<file path="config.mk">
export PLATFORM = sky130hd
export DESIGN_NAME = aging_measure_sequencer
export DESIGN_NICKNAME = d
export VERILOG_FILES = /design/src/rtl/aging_measure_sequencer_pkg.sv /design/src/rtl/phase_timer.sv /design/src/rtl/aging_measure_sequencer.sv
export SDC_FILE = /design/constraint.sdc
export NUM_CORES = 1
export LEC_CHECK = 0
export ABC_AREA = 1
export CAP_MARGIN = 0
export CORE_MARGIN = 1
export CORE_UTILIZATION = 50
export DETAILED_ROUTE_END_ITERATION = 7
export PLACE_DENSITY = 0.75
export SLEW_MARGIN = 25
export SYNTH_ARGS = -nofsm -noshare
export SYNTH_HDL_FRONTEND = slang
export SYNTH_SLANG_ARGS = --single-unit
</file>
<file path="constraint.sdc">
create_clock -name fpga_clk1 -period 4 [get_ports fpga_clk1]
set_input_delay 0.8 -clock fpga_clk1 [delete_from_list [all_inputs] [get_ports fpga_clk1]]
set_output_delay 0.8 -clock fpga_clk1 [all_outputs]
set_load 0.05 [all_outputs]
</file>
<file path="src/rtl/aging_measure_sequencer_pkg.sv">
// Shared widths and state encoding for the ring-oscillator aging measurement sequencer.
package aging_measure_sequencer_pkg;
  localparam int CNT_W   = 16;
  localparam int IDX_W   = 8;
  localparam int TIMER_W = 32;

  typedef enum logic [2:0] {
    IDLE    = 3'd0,
    STRESS  = 3'd1,
    SETTLE  = 3'd2,
    CLEAR   = 3'd3,
    GATE    = 3'd4,
    CAPTURE = 3'd5
  } state_t;
endpackage

</file>
<file path="src/rtl/phase_timer.sv">
// Reusable phase down-counter: loaded on phase entry, done while the count sits at 1.
module phase_timer
  import aging_measure_sequencer_pkg::*;
(
  input  logic               clk,
  input  logic               srst,
  input  logic               load,
  input  logic [TIMER_W-1:0] load_value,
  output logic               done
);
  logic [TIMER_W-1:0] count_reg;

  always_ff @(posedge clk) begin
    if (srst) begin
      count_reg <= '0;
    end else if (load) begin
      count_reg <= load_value;
    end else if (count_reg != '0) begin
      count_reg <= count_reg - {{(TIMER_W-1){1'b0}}, 1'b1};
    end
  end

  assign done = (count_reg == {{(TIMER_W-1){1'b0}}, 1'b1});
endmodule

</file>
<file path="src/rtl/aging_measure_sequencer.sv">
// Sequences stress / settle / clear / gate / capture phases around a ring-oscillator counter.
module aging_measure_sequencer
  import aging_measure_sequencer_pkg::*;
#(
  parameter logic [TIMER_W-1:0] STRESS_CYCLES = 32'd50_000_000,
  parameter logic [TIMER_W-1:0] SETTLE_CYCLES = 32'd1000,
  parameter logic [TIMER_W-1:0] GATE_CYCLES   = 32'd1_000_000
) (
  input  logic             fpga_clk1,
  input  logic             rst,
  input  logic             start,
  input  logic             abort,
  input  logic             continuous,
  input  logic [CNT_W-1:0] cnt_value,
  output logic             Mode,
  output logic             Stress,
  output logic             cnt_clr,
  output logic             cnt_gate,
  output logic [CNT_W-1:0] value,
  output logic             valid,
  output logic             busy,
  output logic [IDX_W-1:0] meas_idx
);
  // A zero-length stress phase is skipped entirely rather than lasting one cycle.
  localparam state_t             FIRST_PHASE = (STRESS_CYCLES == '0) ? SETTLE : STRESS;
  localparam logic [TIMER_W-1:0] FIRST_LOAD  = (STRESS_CYCLES == '0) ? SETTLE_CYCLES : STRESS_CYCLES;

  state_t             state_reg;
  state_t             state_next;
  logic               timer_load;
  logic [TIMER_W-1:0] timer_load_value;
  logic               timer_done;

  phase_timer u_phase_timer (
    .clk        (fpga_clk1),
    .srst       (rst),
    .load       (timer_load),
    .load_value (timer_load_value),
    .done       (timer_done)
  );

  always_comb begin
    state_next       = state_reg;
    timer_load       = 1'b0;
    timer_load_value = '0;
    if (abort) begin
      state_next = IDLE;
    end else begin
      case (state_reg)
        IDLE: begin
          if (start) begin
            state_next       = FIRST_PHASE;
            timer_load       = 1'b1;
            timer_load_value = FIRST_LOAD;
          end
        end
        STRESS: begin
          if (timer_done) begin
            state_next       = SETTLE;
            timer_load       = 1'b1;
            timer_load_value = SETTLE_CYCLES;
          end
        end
        SETTLE: begin
          if (timer_done) state_next = CLEAR;
        end
        CLEAR: begin
          state_next       = GATE;
          timer_load       = 1'b1;
          timer_load_value = GATE_CYCLES;
        end
        GATE: begin
          if (timer_done) state_next = CAPTURE;
        end
        CAPTURE: begin
          if (continuous) begin
            state_next       = FIRST_PHASE;
            timer_load       = 1'b1;
            timer_load_value = FIRST_LOAD;
          end else begin
            state_next = IDLE;
          end
        end
        default: state_next = IDLE;
      endcase
    end
  end

  // Outputs decode the upcoming state so they are registered and line up with it.
  always_ff @(posedge fpga_clk1) begin
    if (rst) begin
      state_reg <= IDLE;
      Stress    <= 1'b0;
      Mode      <= 1'b0;
      cnt_clr   <= 1'b0;
      cnt_gate  <= 1'b0;
      busy      <= 1'b0;
      valid     <= 1'b0;
      value     <= '0;
      meas_idx  <= '0;
    end else begin
      state_reg <= state_next;
      Stress    <= (state_next == STRESS);
      Mode      <= (state_next inside {SETTLE, CLEAR, GATE, CAPTURE});
      cnt_clr   <= (state_next == CLEAR);
      cnt_gate  <= (state_next == GATE);
      busy      <= (state_next != IDLE);
      valid     <= 1'b0;
      if (state_reg == CAPTURE && !abort) begin
        value    <= cnt_value;
        valid    <= 1'b1;
        meas_idx <= meas_idx + {{(IDX_W-1){1'b0}}, 1'b1};
      end
    end
  end
endmodule

</file>
# Word level (Yosys, flattened, before mapping)
# Cells that the tools add are included.
dict set report totals {
  output_inout_bits 30
  reg_bits 65
  input_bits 21
  elab_cells 50
}
dict set report op_classes {
  add_sub_neg 2
  n_mux 20
  eq_ne 11
  reduce_logical 7
}
# operator count
set ops {}
lappend ops {{$pmux W26 S4} 1}
lappend ops {{$mux W26} 3}
lappend ops {{$mux W32} 2}
lappend ops {{$eq A32 B1 Y1 const B} 1}
lappend ops {{$reduce_bool A32 Y1} 1}
lappend ops {{$sub A32 B1 Y32 const B} 1}
lappend ops {{$pmux W3 S6} 1}
lappend ops {{$mux W3} 5}
lappend ops {{$eq A3 B2 Y1 const B} 4}
lappend ops {{$eq A3 B3 Y1 const B} 4}
lappend ops {{$mux W10} 1}
lappend ops {{$add A8 B1 Y8 const B} 1}
lappend ops {{$eq A3 B1 Y1 const B} 2}
lappend ops {{$mux W1} 6}
lappend ops {{$pmux W1 S4} 1}
lappend ops {{$reduce_bool A4 Y1} 1}
lappend ops {{$logic_not A3 Y1} 1}
lappend ops {{$reduce_bool A3 Y1} 1}
lappend ops {{$reduce_bool A2 Y1} 1}
lappend ops {{$logic_and A1 B1 Y1} 1}
lappend ops {{$logic_not A1 Y1} 1}

# Depth between registers and ports, before layout
# Gate-level depths: netlist of run 1.
dict set report logic_depth {
  ltp_word 6
  depth_mapped 12
  mapped_depth_nobuf 12
}

# Cells and area by module
# A second synthesis of run 1 with hierarchy kept.
dict set report unflattened {
  hier_cells 586
  hier_area_um2 3677.3
}
# mod area_per_inst_um2 n_inst cells_each seq_area_each_um2
set by_module_without_submodules {}
lappend by_module_without_submodules {phase_timer 2285.9 1 393 640.6}
lappend by_module_without_submodules {aging_measure_sequencer 1391.3 1 193 660.6}

# Worst setup path before layout of run 1
# Ideal clock, no wire load.
dict set report synth_timing {
  kind {input to register}
  start {input start}
  end {register u_phase_timer.count_reg[27]}
  required_ns 3.872
  n_path_buf 1
  setup_slack_ns 2.128
  setup_time_ns 0.128
  arrival_time_ns 1.745
  stages 10
  cell_sequence {nand2_1 o21ai_2 nand2_4 nand2_1 inv_2 nand2_4 inv_2 buf_6 nand3_1 nor2_1}
}
dict set report synth_between {
  elab_chain_len 4
  elab_cells_between_ends 5
  classes_between {mux (4); reduce/logical (1)}
}
# element line_no
set synth_rtl {}
lappend synth_rtl {{start: declaration} aging_measure_sequencer.sv:11} ;# input logic start,
lappend synth_rtl {{$mux W1 (*)} aging_measure_sequencer.sv:51} ;# if (start) begin
lappend synth_rtl {{$pmux W1 S4 (*)} aging_measure_sequencer.sv:49} ;# case (state_reg)
lappend synth_rtl {{$mux W1 (*)} aging_measure_sequencer.sv:46} ;# if (abort) begin
lappend synth_rtl {{$mux W32 or $reduce_bool A2 Y1 (tied branches)} --}
lappend synth_rtl {{end signal: assignment} phase_timer.sv:17} ;# count_reg <= load_value;
lappend synth_rtl {{end signal: assignment} phase_timer.sv:19} ;# count_reg <= count_reg - {{(TIMER_W-1){1'b0}}, 1'b1};
lappend synth_rtl {{end: declaration} phase_timer.sv:11} ;# logic [TIMER_W-1:0] count_reg;
# Every way passes the cells marked *; elsewhere a longest branch is shown, timed or not.
# A chain may end at the register's enable or synchronous reset.

# Worst setup path in the final report of run 1
dict set report layout_timing {
  start {input abort}
  end {register meas_idx[7]}
}
dict set report layout_between {
  elab_chain_len 2
}
# element line_no
set layout_rtl {}
lappend layout_rtl {{start: declaration} aging_measure_sequencer.sv:12} ;# input logic abort,
lappend layout_rtl {{$logic_not A1 Y1} aging_measure_sequencer.sv:109} ;# if (state_reg == CAPTURE && !abort) begin
lappend layout_rtl {{$logic_and A1 B1 Y1} aging_measure_sequencer.sv:109}
lappend layout_rtl {{end signal: assignment} aging_measure_sequencer.sv:112} ;# meas_idx <= meas_idx + {{(IDX_W-1){1'b0}}, 1'b1};
lappend layout_rtl {{end: declaration} aging_measure_sequencer.sv:22} ;# output logic [IDX_W-1:0] meas_idx
# Every way passes these cells.

==> impl_metrics.json, run 1 <==
{
  "fin_skew_ps": 6.94,
  "finish.utilization_pct": 65.8,
  "synth_fp_nets": 472,
  "dpl_worst_slack_ps": 1060,
  "grtUsageTotal_pct": 25.5,
  "start_kind": "input pin",
  "ys_warn_count": 0,
  "min_to": "meas_idx[7]$_SDFFE_PP0P_",
  "synthArstFlopShare_pct": 0,
  "cts_tree": "yes",
  "portBuffers": 50,
  "synth-simple-area-share_pct": 37.1,
  "cts_hold_buf": 0,
  "grt-ovfl-total": 0,
  "grt_setup_unrepaired": "no",
  "grt_pass1_wl_mm": 12.9,
  "n_antenna_cell": 0,
  "first_pass_iters": 5,
  "maxCapViolations": 0,
  "final.setup.tns_ps": 0,
  "fin_crit_ps": 2620,
  "fin_crit_sh_pct": 65.5,
  "drc": 0,
  "r2r_setup_slack_ps": 1930,
  "synthXorXnorAreaFrac_pct": 7.37,
  "io_pins": 51,
  "die_w_um": 82.1,
  "drive_above_1_share_pct": 9.94,
  "numClockSinks": 65,
  "cts_resized": 0,
  "syn_inst": 448,
  "largest_reg_flops": 32,
  "ctsHtreeMaxLevel": 3,
  "timing.hold.ws_ps": 472,
  "clkTransAtPathRegs_ps": 70,
  "cts_setup_buffers": 0,
  "die_area_mm2": 0.00674,
  "synthMuxAreaShare_pct": 0,
  "gp_congestion": 0.914,
  "rows": 28,
  "crit_type": "in2reg",
  "end_kind": "register",
  "worst-endpoint-arrival_ps": 2850,
  "synth_compound_area_share_pct": 8.19,
  "drt-wirelength-per-cell_um": 13.4,
  "reg2reg_from": "state_reg[0]$_SDFF_PP0_",
  "cp.required_ps": 4230,
  "syn_to_final_growth_pct": 24.4,
  "cp_max_fo": 21,
  "hpwl_mm": 5.48,
  "power.density_mw_per_mm2": 592,
  "rr_worst_depth": 9,
  "synthFlopType": "dfxtp_1",
  "synth_top_family_by_area": "simple AND/OR/NAND/NOR gates",
  "yosysUniqueCellTypes": 28,
  "fmax_ghz": 0.381,
  "synth_edf_count": 0,
  "vias_per_cell": 5.28,
  "min_path_type": "reg2reg",
  "fp.coreArea_mm2": 0.00606,
  "placed_area_mm2": 0.00374,
  "drt_iter0_drc": 233,
  "finalSetupViolCount": 0,
  "netlist_area_mm2": 0.00321,
  "ant_nets": 0,
  "antenna_found_initial": 0,
  "hold_depth": 2,
  "layout.nets": 522,
  "worstHoldStart": "meas_idx[7]$_SDFFE_PP0P_",
  "synth_adder_area_share_pct": 1.17,
  "hold_viol": 0,
  "irDropWorstVdd_mv": 0.411,
  "vias": 3049,
  "finalInstanceArea_mm2": 0.00399,
  "setup_slack_ps": 1380,
  "wl_mm": 7.73,
  "grt_pass1_vias": 2759,
  "p_leak_nw": 1.68,
  "cts_root_buffer": "clkbuf_8",
  "slew_violations": 0,
  "r2r_end": "meas_idx[7]$_SDFFE_PP0P_",
  "clk_path_buf_depth": 2,
  "grt_max_degree": 29,
  "seq_area_frac_synth_pct": 40.6,
  "relSlewSlack_pct": 52.7,
  "status": "finished, final reports clean",
  "ys_ff_latch": 65,
  "numCtsBuffers": 9,
  "netlist_top_cells_area": "dfxtp_1 41%, nor2_1 13%, nand2_1 9.8%",
  "synth.avg_cell_area_um2": 7.16,
  "start_util_pct": 52.9,
  "die_h_um": 82.1,
  "tightest_slew_ps": 709,
  "yosysTopAreaCellShare_pct": 40.6,
  "synth_top_cell_by_area": "dfxtp_1",
  "clk-insertion-delay-late_ps": 330
}
-- routing by layer --
metal | up-vias | wire, um | global-route usage [%]
met5 | - | 0 | 0
met3 | 14 | 480 | 4.89
li1 | 1530 | - | -
met1 | 1394 | 3630 | 34.3
met4 | 0 | 151 | 11.2
met2 | 111 | 3470 | 39.5
-- report_power, final --
part	total, mW	switching [mW]	leakage, nW	internal (mW)
Sequential	0.814	0.0871	0.529	0.726
Clock	0.703	0.253	0.127	0.450
Combinational	0.847	0.525	1.03	0.323
-- worst max-delay path by stage --
stage | from | cells past startpoint | endpoint
after floorplan | start | 10 | u_phase_timer.count_reg[27]$_SDFFE_PP0P_
after global placement | abort | 9 | meas_idx[7]$_SDFFE_PP0P_
after global routing | abort | 9 | meas_idx[7]$_SDFFE_PP0P_
after CTS | abort | 9 | meas_idx[7]$_SDFFE_PP0P_
final | abort | 9 | meas_idx[7]$_SDFFE_PP0P_
after detailed placement | abort | 9 | meas_idx[7]$_SDFFE_PP0P_
-- worst max-delay path: stages --
cell and delay (ps):
clkdlybuf4s50_1 430, inv_2 190, nand3_1 130, inv_1 470, nand3_1 230, nor3_1 270, nand2_1 100, o21ai_0 160
a21oi_1 50
-- metrics by stage --
stage / power (mW) / cells
after floorplan: 1.49 / 448
after global placement: 1.65 / 562
after detailed placement: 1.66 / 562
after CTS: 2.36 / 578
after global routing: 2.52 / 578
final: 2.36 / 578
-- cell usage after synthesis (3+ instances only) --
cell,instances
nor2_1,111
nand2_1,84
dfxtp_1,65
o21ai_0,27
nand3_1,24
inv_1,21
a21oi_1,17
xnor2_1,16
xor2_1,11
nand4_1,9
nor2_2,9
clkbuf_1,6
nand2_2,6
nor3_1,6
inv_2,5
nor4_1,5
buf_6,4
nor2_4,4
a21oi_2,3
ha_1,3
nand2_4,3
-- kinds of logic (layout without fill, tap and decap cells) --
logic type / Yosys count / after routing
xor gates and xnor gates: 27 / 27
and+or+nand+nor: 265 / 265
DFF: 65 / 65
buffers and inverters: 39 / 94
AOI/OAI and AO/OA: 49 / 49
adders and majority gates: 3 / 3
-- area by class of cell --
cell class | instances | area [um^2]
clock inverter | 4 | 98.8
fill | 548 | 2070
timing repair buffer | 52 | 515
sequential | 65 | 1300
multi-input combinational | 344 | 1730
clock buffer | 12 | 155
inverter | 26 | 97.6
tap | 75 | 93.8
-- layout by cell type (no fill, tap or decap) --
| master | n |
|---|---|
| nand2_4 | 3 |
| nand3_1 | 24 |
| buf_4 | 2 |
| o21ai_2 | 1 |
| a21oi_1 | 17 |
| inv_1 | 21 |
| ha_1 | 3 |
| a21oi_2 | 3 |
| nor3_1 | 6 |
| nor4_1 | 5 |
| clkinv_4 | 1 |
| dfxtp_1 | 65 |
| nand2_2 | 6 |
| nor3b_1 | 1 |
| a21boi_0 | 1 |
| bufinv_16 | 3 |
| clkbuf_8 | 11 |
| xnor2_1 | 16 |
| nor2_4 | 4 |
| nand4_1 | 9 |
| nor2_2 | 9 |
| xor2_1 | 11 |
| nand3_4 | 2 |
| o21ai_0 | 27 |
| nand2_1 | 84 |
| clkbuf_1 | 1 |
| nor2_1 | 111 |
| clkdlybuf4s50_1 | 50 |
| inv_2 | 5 |
| and3_1 | 1 |
Power figures use the tool's default switching activity.
==> run 2, diff against run 1 <==
--- a/config.mk
+++ b/config.mk
@@ -8,9 +8,9 @@
 export ABC_AREA = 1
 export CAP_MARGIN = 0
 export CORE_MARGIN = 1
-export CORE_UTILIZATION = 50
+export CORE_UTILIZATION = 48
 export DETAILED_ROUTE_END_ITERATION = 7
-export PLACE_DENSITY = 0.75
+export PLACE_DENSITY = 0.76
 export SLEW_MARGIN = 25
 export SYNTH_ARGS = -nofsm -noshare
 export SYNTH_HDL_FRONTEND = slang
==> constraint.sdc (replaced) <==
create_clock -name fpga_clk1 -period 2.2 [get_ports fpga_clk1]
set_input_delay 0.44 -clock fpga_clk1 [delete_from_list [all_inputs] [get_ports fpga_clk1]]
set_output_delay 0.44 -clock fpga_clk1 [all_outputs]
set_load 0.05 [all_outputs]
==> run 2 against run 1 <==
Effect of this change:
- combinational power rose by 88%
- register-to-register slack got worse by 1700 ps
- clock power rose by 39%
- via count barely moved
- total power rose by 71%
- design area rose by 1.1%
- final cell count rose by 2.8%
- wire length rose by 0.48%
- sequential cell count did not move
- first-iteration DRC count fell by 44%
- highest routed layer unchanged
==> impl_metrics.json, run 2 (same netlist as run 1, synthesis figures left out) <==
{
  "status": "finished, final reports clean",
  "ctsHtreeMaxLevel": 3,
  "end_kind": "output pin",
  "r2r_setup_slack_ps": 240,
  "vias": 3052,
  "clk_path_buf_depth": 2,
  "hpwl_mm": 5.70,
  "cp.required_ps": 1760,
  "cts_tree": "yes",
  "p_clk_share_pct": 24.1,
  "worstHoldStart": "meas_idx[7]$_SDFFE_PP0P_",
  "cts_resized": 0,
  "layout.nets": 537,
  "reg2reg_from": "u_phase_timer.count_reg[12]$_SDFFE_PP0P_",
  "slew_violations": 0,
  "finish.utilization_pct": 63.2,
  "hold_depth": 2,
  "clk-insertion-delay-late_ps": 350,
  "final.setup.tns_ps": 0,
  "portBuffers": 50,
  "grt_pass1_vias": 2900,
  "netSwitchingPower_mw": 1.58,
  "fp.coreArea_mm2": 0.00639,
  "grt_pass1_wl_mm": 12.9,
  "maxCapViolations": 0,
  "start_util_pct": 50.2,
  "numClockSinks": 65,
  "fmax_ghz": 0.496,
  "intPower_mw": 2.46,
  "drt-wirelength-per-cell_um": 13.1,
  "fin_skew_ps": 6.65,
  "cp_num_buf_inv": 1,
  "drive_above_1_share_pct": 12.6,
  "die_h_um": 83.7,
  "antenna_found_initial": 0,
  "power.density_mw_per_mm2": 1000,
  "n_antenna_cell": 0,
  "die_w_um": 83.7,
  "syn_to_final_growth_pct": 25.8,
  "ant_nets": 0,
  "worst-endpoint-arrival_ps": 1580,
  "finalPower_mw": 4.05,
  "grt-ovfl-total": 0,
  "rr_worst_depth": 10,
  "grtUsageTotal_pct": 23.2,
  "finalSetupViolCount": 0,
  "min_to": "meas_idx[7]$_SDFFE_PP0P_",
  "drt_iter0_drc": 130,
  "clkTransAtPathRegs_ps": 70,
  "combPwrFrac_pct": 39.3,
  "path_cells": "clkdlybuf4s50_1",
  "first_pass_iters": 4,
  "tightest_slew_ps": 515,
  "vias_per_cell": 5.14,
  "finalNonFillerCells": 594,
  "largest_reg_flops": 32,
  "r2r_end": "u_phase_timer.count_reg[31]$_SDFFE_PP0P_",
  "io_pins": 51,
  "path_delay_family": "buffers and inverters",
  "drc": 0,
  "power_frac_seq_pct": 36.6,
  "cp_max_fo": 4,
  "die_area_mm2": 0.00701,
  "grt_max_degree": 21,
  "wl_mm": 7.77,
  "start_kind": "register",
  "cts_root_buffer": "clkbuf_8",
  "numCtsBuffers": 9,
  "relSlewSlack_pct": 65.5,
  "slowest_stage": "clkdlybuf4s50_1",
  "p_leak_nw": 1.72,
  "layout_common_cells": "111 x nor2_1, 84 x nand2_1, 65 x dfxtp_1",
  "irDropWorstVdd_mv": 0.611,
  "grt_setup_unrepaired": "no",
  "fin_crit_sh_pct": 91.7,
  "fin_crit_ps": 2020,
  "crit_type": "reg2out",
  "gp_congestion": 0.948,
  "cp_slowest_stage_delay_ps": 840,
  "layout_commonest_cell": "nor2_1",
  "switching_share_pct": 39.2,
  "hold_viol": 0,
  "rows": 29,
  "min_path_type": "reg2reg",
  "post-place-cells": 575
}
[run 2: changes by cell type in the layout (fill, tap and decap cells not counted), sizes merged]
| cell | before | now |
|---|---|---|
| bufinv | 3 | 1 |
| clkinvlp | 0 | 2 |
| buf | 2 | 17 |
| clkinv | 1 | 3 |
| clkbuf | 12 | 9 |
[run 2: worst max-delay path by stage]
stage | slack, ps | depth (start not counted) | to | start
detailed placement | 140 | 9 | meas_idx[7]$_SDFFE_PP0P_ | abort
finish | 180 | 1 | meas_idx[3] | meas_idx[3]$_SDFFE_PP0P_
CTS | 180 | 1 | meas_idx[3] | meas_idx[3]$_SDFFE_PP0P_
global route | 10 | 10 | u_phase_timer.count_reg[31]$_SDFFE_PP0P_ | u_phase_timer.count_reg[21]$_SDFFE_PP0P_
floorplan | 510 | 10 | u_phase_timer.count_reg[29]$_SDFFE_PP0P_ | u_phase_timer.count_reg[0]$_SDFFE_PP0P_
global placement | 150 | 9 | meas_idx[7]$_SDFFE_PP0P_ | abort
[run 2: stage by stage]
stage | setup slack (ps) | cell area (um^2) | hold slack [ps]
5_1_grt | 13.4 | 4040 | 508
3_5_place_dp | 136 | 3820 | 459
6_report | 183 | 4040 | 478
3_3_place_gp | 148 | 3820 | 461
2_1_floorplan | 513 | 3210 | 473
4_1_cts | 179 | 4010 | 472
[run 2: cell type report]
cell class / count / area, um^2
Clock inverter: 6 / 60.1
Clock buffer: 9 / 124
Timing Repair Buffer: 67 / 628
Multi-Input combinational cell: 344 / 1730
Fill cell: 601 / 2350
Inverter: 26 / 97.6
Sequential cell: 65 / 1300
Tap cell: 77 / 96.3
[run 2: worst register-to-register path: stages, from the launching register on]
cell and delay [ps]:
dfxtp_1 350, nor2_2 170, nand2_2 120, nor2_4 170
nand2_2 80, nor2_4 200, nand3_4 240, nand2_4 190
inv_2 140, nand2_1 140, nor2_1 50
[run 2: routing by layer]
metal / global-route usage [%] / vias up / part of all wire [%]
met1: 28.1 / 1371 / 44
met4: 9.55 / 0 / 2.3
met2: 37.4 / 92 / 46
met5: 0 / - / 0
met3: 8.21 / 21 / 7.9
li1: - / 1568 / -
[run 2: what timing repair did]
action	4_1_cts	5_1_grt
hold buffers	0	0
setup buffers	0	4
endpoints found under the setup margin	0	1
[run 2: power groups by stage]
stage          clock network (mW)  registers, mW  logic, mW
2_1_floorplan                   0           1.47       1.25
3_3_place_gp                    0           1.50       1.55
3_5_place_dp                    0           1.50       1.57
4_1_cts                     0.990           1.48       1.58
5_1_grt                      1.05           1.50       1.80
6_report                    0.976           1.48       1.59
==> run 3, diff against run 2 <==
==> constraint.sdc (replaced) <==
create_clock -name fpga_clk1 -period 1.7 [get_ports fpga_clk1]
set_input_delay 0.34 -clock fpga_clk1 [delete_from_list [all_inputs] [get_ports fpga_clk1]]
set_output_delay 0.34 -clock fpga_clk1 [all_outputs]
set_load 0.05 [all_outputs]
==> run 3 against run 2 <==
Effect of this change:
- global-route usage up 1.7 points
- combinational power increased by 82%
- wire length up 9.9%
- critical path depth is 8 higher
- sequential cell count did not move
- utilization increased by 9.1 points
- total power rose by 64%
- highest routed layer unchanged
- design area rose by 14%
- largest cell class unchanged
==> impl_metrics.json, run 3 (same netlist as run 1, synthesis figures left out) <==
{
  "cts_hold_buf": 0,
  "grt_setup_unrepaired": "yes",
  "reg2reg_from": "u_phase_timer.count_reg[0]$_SDFFE_PP0P_",
  "largest_reg_flops": 32,
  "rr_worst_depth": 9,
  "switching_share_pct": 36.1,
  "status": "finished, final reports clean",
  "drt-wirelength-per-cell_um": 13.3,
  "ctsHtreeMaxLevel": 3,
  "drc": 0,
  "grt_pass1_vias": 3142,
  "numClockSinks": 65,
  "grt_pass1_wl_mm": 14.1,
  "maxCapViolations": 0,
  "hold_viol": 0,
  "gp_congestion": 0.876,
  "slew_violations": 0,
  "finalSetupViolCount": 0,
  "vias": 3335,
  "portBuffers": 50,
  "p_leak_nw": 2.09,
  "fill_cells": 493,
  "clk-insertion-delay-late_ps": 340,
  "combPwrFrac_pct": 43.7,
  "ant_nets": 0,
  "hpwl_mm": 6.00,
  "r2r_setup_slack_ps": 20,
  "netSwitchingPower_mw": 2.40,
  "cts_root_buffer": "clkbuf_8",
  "io_pins": 51,
  "n_antenna_cell": 0,
  "syn_to_final_growth_pct": 43.9,
  "worstHoldStart": "meas_idx[7]$_SDFFE_PP0P_",
  "start_kind": "register",
  "min_to": "meas_idx[7]$_SDFFE_PP0P_",
  "finish.utilization_pct": 72.3,
  "die_area_mm2": 0.00701,
  "intPower_mw": 4.24,
  "layout.nets": 582,
  "cts_tree": "yes",
  "layout_common_cells": "99 x nor2_1, 85 x buf_4, 78 x nand2_1",
  "worst-endpoint-arrival_ps": 1920,
  "post-place-cells": 610,
  "finalNonFillerCells": 640,
  "fin_crit_ps": 1680,
  "cp.required_ps": 1940,
  "numCtsBuffers": 9,
  "start_util_pct": 50.2,
  "clkTransAtPathRegs_ps": 70,
  "grt_max_degree": 28,
  "die_h_um": 83.7,
  "hold_depth": 2,
  "grtUsageTotal_pct": 24.9,
  "timing.hold.ws_ps": 476,
  "finalPower_mw": 6.63,
  "rows": 29,
  "layout_commonest_cell": "nor2_1",
  "drt_iter0_drc": 205,
  "p_clk_share_pct": 26.4,
  "r2r_end": "u_phase_timer.count_reg[18]$_SDFFE_PP0P_",
  "power_frac_seq_pct": 29.9,
  "wl_mm": 8.54,
  "fin_skew_ps": 5.41,
  "grt-ovfl-total": 0,
  "tightest_slew_ps": 404,
  "end_kind": "register",
  "fin_crit_sh_pct": 99.1,
  "power.density_mw_per_mm2": 1440,
  "clk_path_buf_depth": 2,
  "final.setup.tns_ps": 0,
  "drive_above_1_share_pct": 32.5,
  "fp.coreArea_mm2": 0.00639,
  "vias_per_cell": 5.21,
  "irDropWorstVdd_mv": 0.968,
  "cp_max_fo": 8,
  "relSlewSlack_pct": 73.0,
  "min_path_type": "reg2reg",
  "crit_type": "reg2reg",
  "die_w_um": 83.7,
  "first_pass_iters": 5,
  "antenna_found_initial": 0,
  "fmax_ghz": 0.594
}
## run 3: cell count changes in the layout (fill, tap and decap cells not counted), sizes merged
cell	delta
nand3	+1
bufinv	+3
nand2	+1
buf	+73
clkdlybuf4s50	-30
clkinvlp	-2
## run 3: what timing repair did
item	in CTS	in global routing
cloned	2	0
hold endpoints to repair	0	0
setup endpoints to repair	25	35
resized for setup	12	56
setup buffers	4	8
pin swaps	9	25
## run 3: worst max path at each step
stage                                                   startpoint                                        to
after floorplan            u_phase_timer.count_reg[0]$_SDFFE_PP0P_  u_phase_timer.count_reg[29]$_SDFFE_PP0P_
after global placement                                       abort                  meas_idx[7]$_SDFFE_PP0P_
after detailed placement                                     abort                  meas_idx[7]$_SDFFE_PP0P_
after CTS                 u_phase_timer.count_reg[18]$_SDFFE_PP0P_  u_phase_timer.count_reg[17]$_SDFFE_PP0P_
after global routing      u_phase_timer.count_reg[11]$_SDFFE_PP0P_  u_phase_timer.count_reg[25]$_SDFFE_PP0P_
final                      u_phase_timer.count_reg[0]$_SDFFE_PP0P_  u_phase_timer.count_reg[18]$_SDFFE_PP0P_
## run 3: area by class of cell
class                      instances  area (um^2)  area share (%)
tap                               77         96.3            2.09
sequential                        65         1320            28.7
timing repair buffer             110          903            19.6
clock buffer                       9          124            2.68
clock inverter                     7          143            3.09
inverter                          26          105            2.28
multi-input combinational        346         1920            41.6
## run 3: through the flow
stage / instance area, um^2 / setup WS [ps]
after floorplan: 3210 / 12.9
after global placement: 4020 / -172
after detailed placement: 4020 / -209
after CTS: 4370 / -3.67
after global routing: 4610 / -61.0
final: 4610 / 15.3
## run 3: power by group through the flow
stage / clock network [mW] / registers, mW / logic (mW)
6_report: 1.75 / 1.99 / 2.90
5_1_grt: 1.85 / 2.01 / 3.20
4_1_cts: 1.78 / 1.91 / 2.52
3_5_place_dp: 0 / 1.93 / 2.40
3_3_place_gp: 0 / 1.92 / 2.36
2_1_floorplan: 0 / 1.90 / 1.61
## run 3: routing by layer
metal  share of wire [%]  wire (um)  track usage [%]  vias to the layer above
li1                    -          -                -                     1657
met1                  43       3650             29.5                     1575
met2                  50       4290             43.3                       92
met3                 5.9        502             6.43                       11
met4                 1.0         88             8.78                        0
met5                   0          0                0                        -
## run 3: worst max-delay path, stage by stage, from the launching register on
cell and delay, ps:
dfxtp_4 370, inv_4 60, ha_4 140, nand2_4 60
nor2_4 160, nand2_2 100, nor2_4 250, nand3_4 210
nand2_4 180, a21oi_1 50
==> edit, RTL diff (config.mk and constraints of run 3) <==
`CNT_W`: 16 -> 14.
--- a/src/rtl/aging_measure_sequencer_pkg.sv
+++ b/src/rtl/aging_measure_sequencer_pkg.sv
@@ -2,3 +2,3 @@
 package aging_measure_sequencer_pkg;
-  localparam int CNT_W   = 16;
+  localparam int CNT_W   = 14;
   localparam int IDX_W   = 8;
Interface: changed (resized cnt_value and value); port bits go from 51 to 47. The function was not compared with the original's and may differ.
==> edit against run 3 <==
Global-route usage decreased by 0.79 points; sequential cell count fell by 2; design area decreased by 5.9%; first-iteration DRC count fell by 26%; largest power group unchanged; utilization shrank 4.3 points; via count fell by 5.9%; worst hold slack gained 0.012 ns; clock skew is 0.0029 ns higher; power down 12%; largest cell class unchanged; synthesized area hardly changed; wire length decreased by 3.0%; worst setup slack better by 0.036 ns; highest routed layer unchanged; sequential share of layout area rose by 0.67 points.
==> edit: results <==
outcome:
  status: "finished clean"
global_route:
  grt_pass1_vias: 2941
  grt_max_degree: 20
  grtUsageTotal_pct: 24.1
  grt_pass1_wl_mm: 13.4
layout:
  drive_gt1_share_pct: 31.8
  area.growth.synth_to_final_pct: 35.4
  n_antenna_cell: 0
  final.fill_count: 553
  layout.nets: 555
setup_path:
  crit_fanout: 12
  rr_endpoint: "u_phase_timer.count_reg[3]"
  r2r_cells: 9
  cp.arrival_ns: 1.92
  rrSetupSlack_ns: 0.05
  reg2reg_from: "u_phase_timer.count_reg[16]"
routing:
  routedWlPerCell_um: 13.5
  first_iter_violations: 151
  via_per_inst: 5.10
  first_pass_iters: 4
  vias: 3138
yosys:
  syn_nets: 464
  yosys-top-cells-count: "nor2_1, nand2_1, dfxtp_1, inv_1, o21ai_0"
  ys_seq_area_share_pct: 39.3
  yosys.cell_types.count: 35
  synth_warnings: 0
  netlist_top_cells_area: "dfxtp_1, nor2_1, nand2_1, xnor2_1, o21ai_0"
  synth.avg_cell_area_um2: 7.26
placed_design:
  hpwl_mm: 6.18
  dp_cells: 595
  gp_congestion: 0.922
  place_area_um2: 3940
  io_buffers: 46
clocking:
  h-tree-depth: 3
  clk_path_buf_depth: 2
  insertion_delay_ns: 0.34
  cts_resized: 4
  post_cts.repair.setup_buffers: 0
power:
  worst_ir_drop_vdd_mv: 1.01
  leakage_uw: 0.00193
  p_int_uw: 3500
timing:
  relSlewSlack_pct: 78.0
  skew_ns: 0.00835
min_path:
  min_to: "value[12]"
  hold_path.startpoint: "value[12]"
==> edit: cell count changes after synthesis, sizes merged, moves of 2 or more <==
cell / run 3 / this run
nand3b: 0 / 2
buf: 7 / 5
nand3: 26 / 19
xor2: 11 / 9
inv: 26 / 30
dfxtp: 65 / 63
nor2: 124 / 122
==> edit: logic make-up (layout without fill, tap and decap cells) <==
kind of cell,after synthesis,count (layout),synth area share (%)
xor gates and xnor gates,25,25,6.83
buffers and inverters,42,137,5.77
AOI/OAI and AO/OA,50,50,8.89
adders and majority gates,3,3,1.17
DFF,63,63,39.3
and+or+nand+nor,259,260,38.0
==> edit: worst max-delay path, stage by stage (launching register included) <==
cell and delay, ns:
dfxtp_1 0.35, nor2_2 0.14, nand2_1 0.10, nor2_4 0.12, nand2_4 0.10, nor2_8 0.15
nand3_4 0.14, nand3_4 0.20, nand2_8 0.11, a21oi_1 0.15
==> edit: metal layers <==
metal | vias up | wire length [um] | global-route usage, % | part of all wire (%)
met1 | 1440 | 3500 | 28.3 | 42
met3 | 16 | 347 | 4.25 | 4.2
met2 | 80 | 4270 | 41.8 | 51
li1 | 1602 | - | - | -
met5 | - | 0 | 0 | 0
met4 | 0 | 176 | 12.6 | 2.1
==> edit: worst max-delay path by stage <==
stage | to | from | slack, ns
after floorplan | meas_idx[6] | meas_idx[1] | 0.05
after global placement | meas_idx[7] | abort | -0.15
after detailed placement | meas_idx[7] | abort | -0.19
after CTS | u_phase_timer.count_reg[7] | u_phase_timer.count_reg[14] | 0.01
after global routing | u_phase_timer.count_reg[3] | u_phase_timer.count_reg[22] | -0.06
final | u_phase_timer.count_reg[3] | u_phase_timer.count_reg[16] | 0.05
==> edit: metrics by stage <==
stage                     hold slack (ns)  setup slack (ns)  power (uW)  TNS (ns)
after floorplan                     0.417            0.0485        3540         0
after global placement              0.469            -0.151        4210     -2.32
after detailed placement            0.482            -0.194        4250     -4.02
after CTS                           0.492            0.0138        5560         0
after global routing                0.509           -0.0622        6200    -0.377
final                               0.488            0.0509        5830         0
==> edit: power groups by stage <==
| stage | logic (uW) | registers, uW | clock network [uW] |
|---|---|---|---|
| 5_1_grt | 2900 | 1930 | 1360 |
| 3_3_place_gp | 2320 | 1900 | 0 |
| 2_1_floorplan | 1670 | 1870 | 0 |
| 6_report | 2650 | 1910 | 1270 |
| 3_5_place_dp | 2350 | 1910 | 0 |
| 4_1_cts | 2400 | 1870 | 1290 |
==> edit: layout make-up <==
class                   count  share of cell area [%]
repair buffers             91                    16.9
multi-input cells         338                    44.3
well taps                  77                    2.22
clock inverters             6                    1.41
inverters                  30                    2.82
clock buffers              10                    2.94
flip-flops and latches     63                    29.3
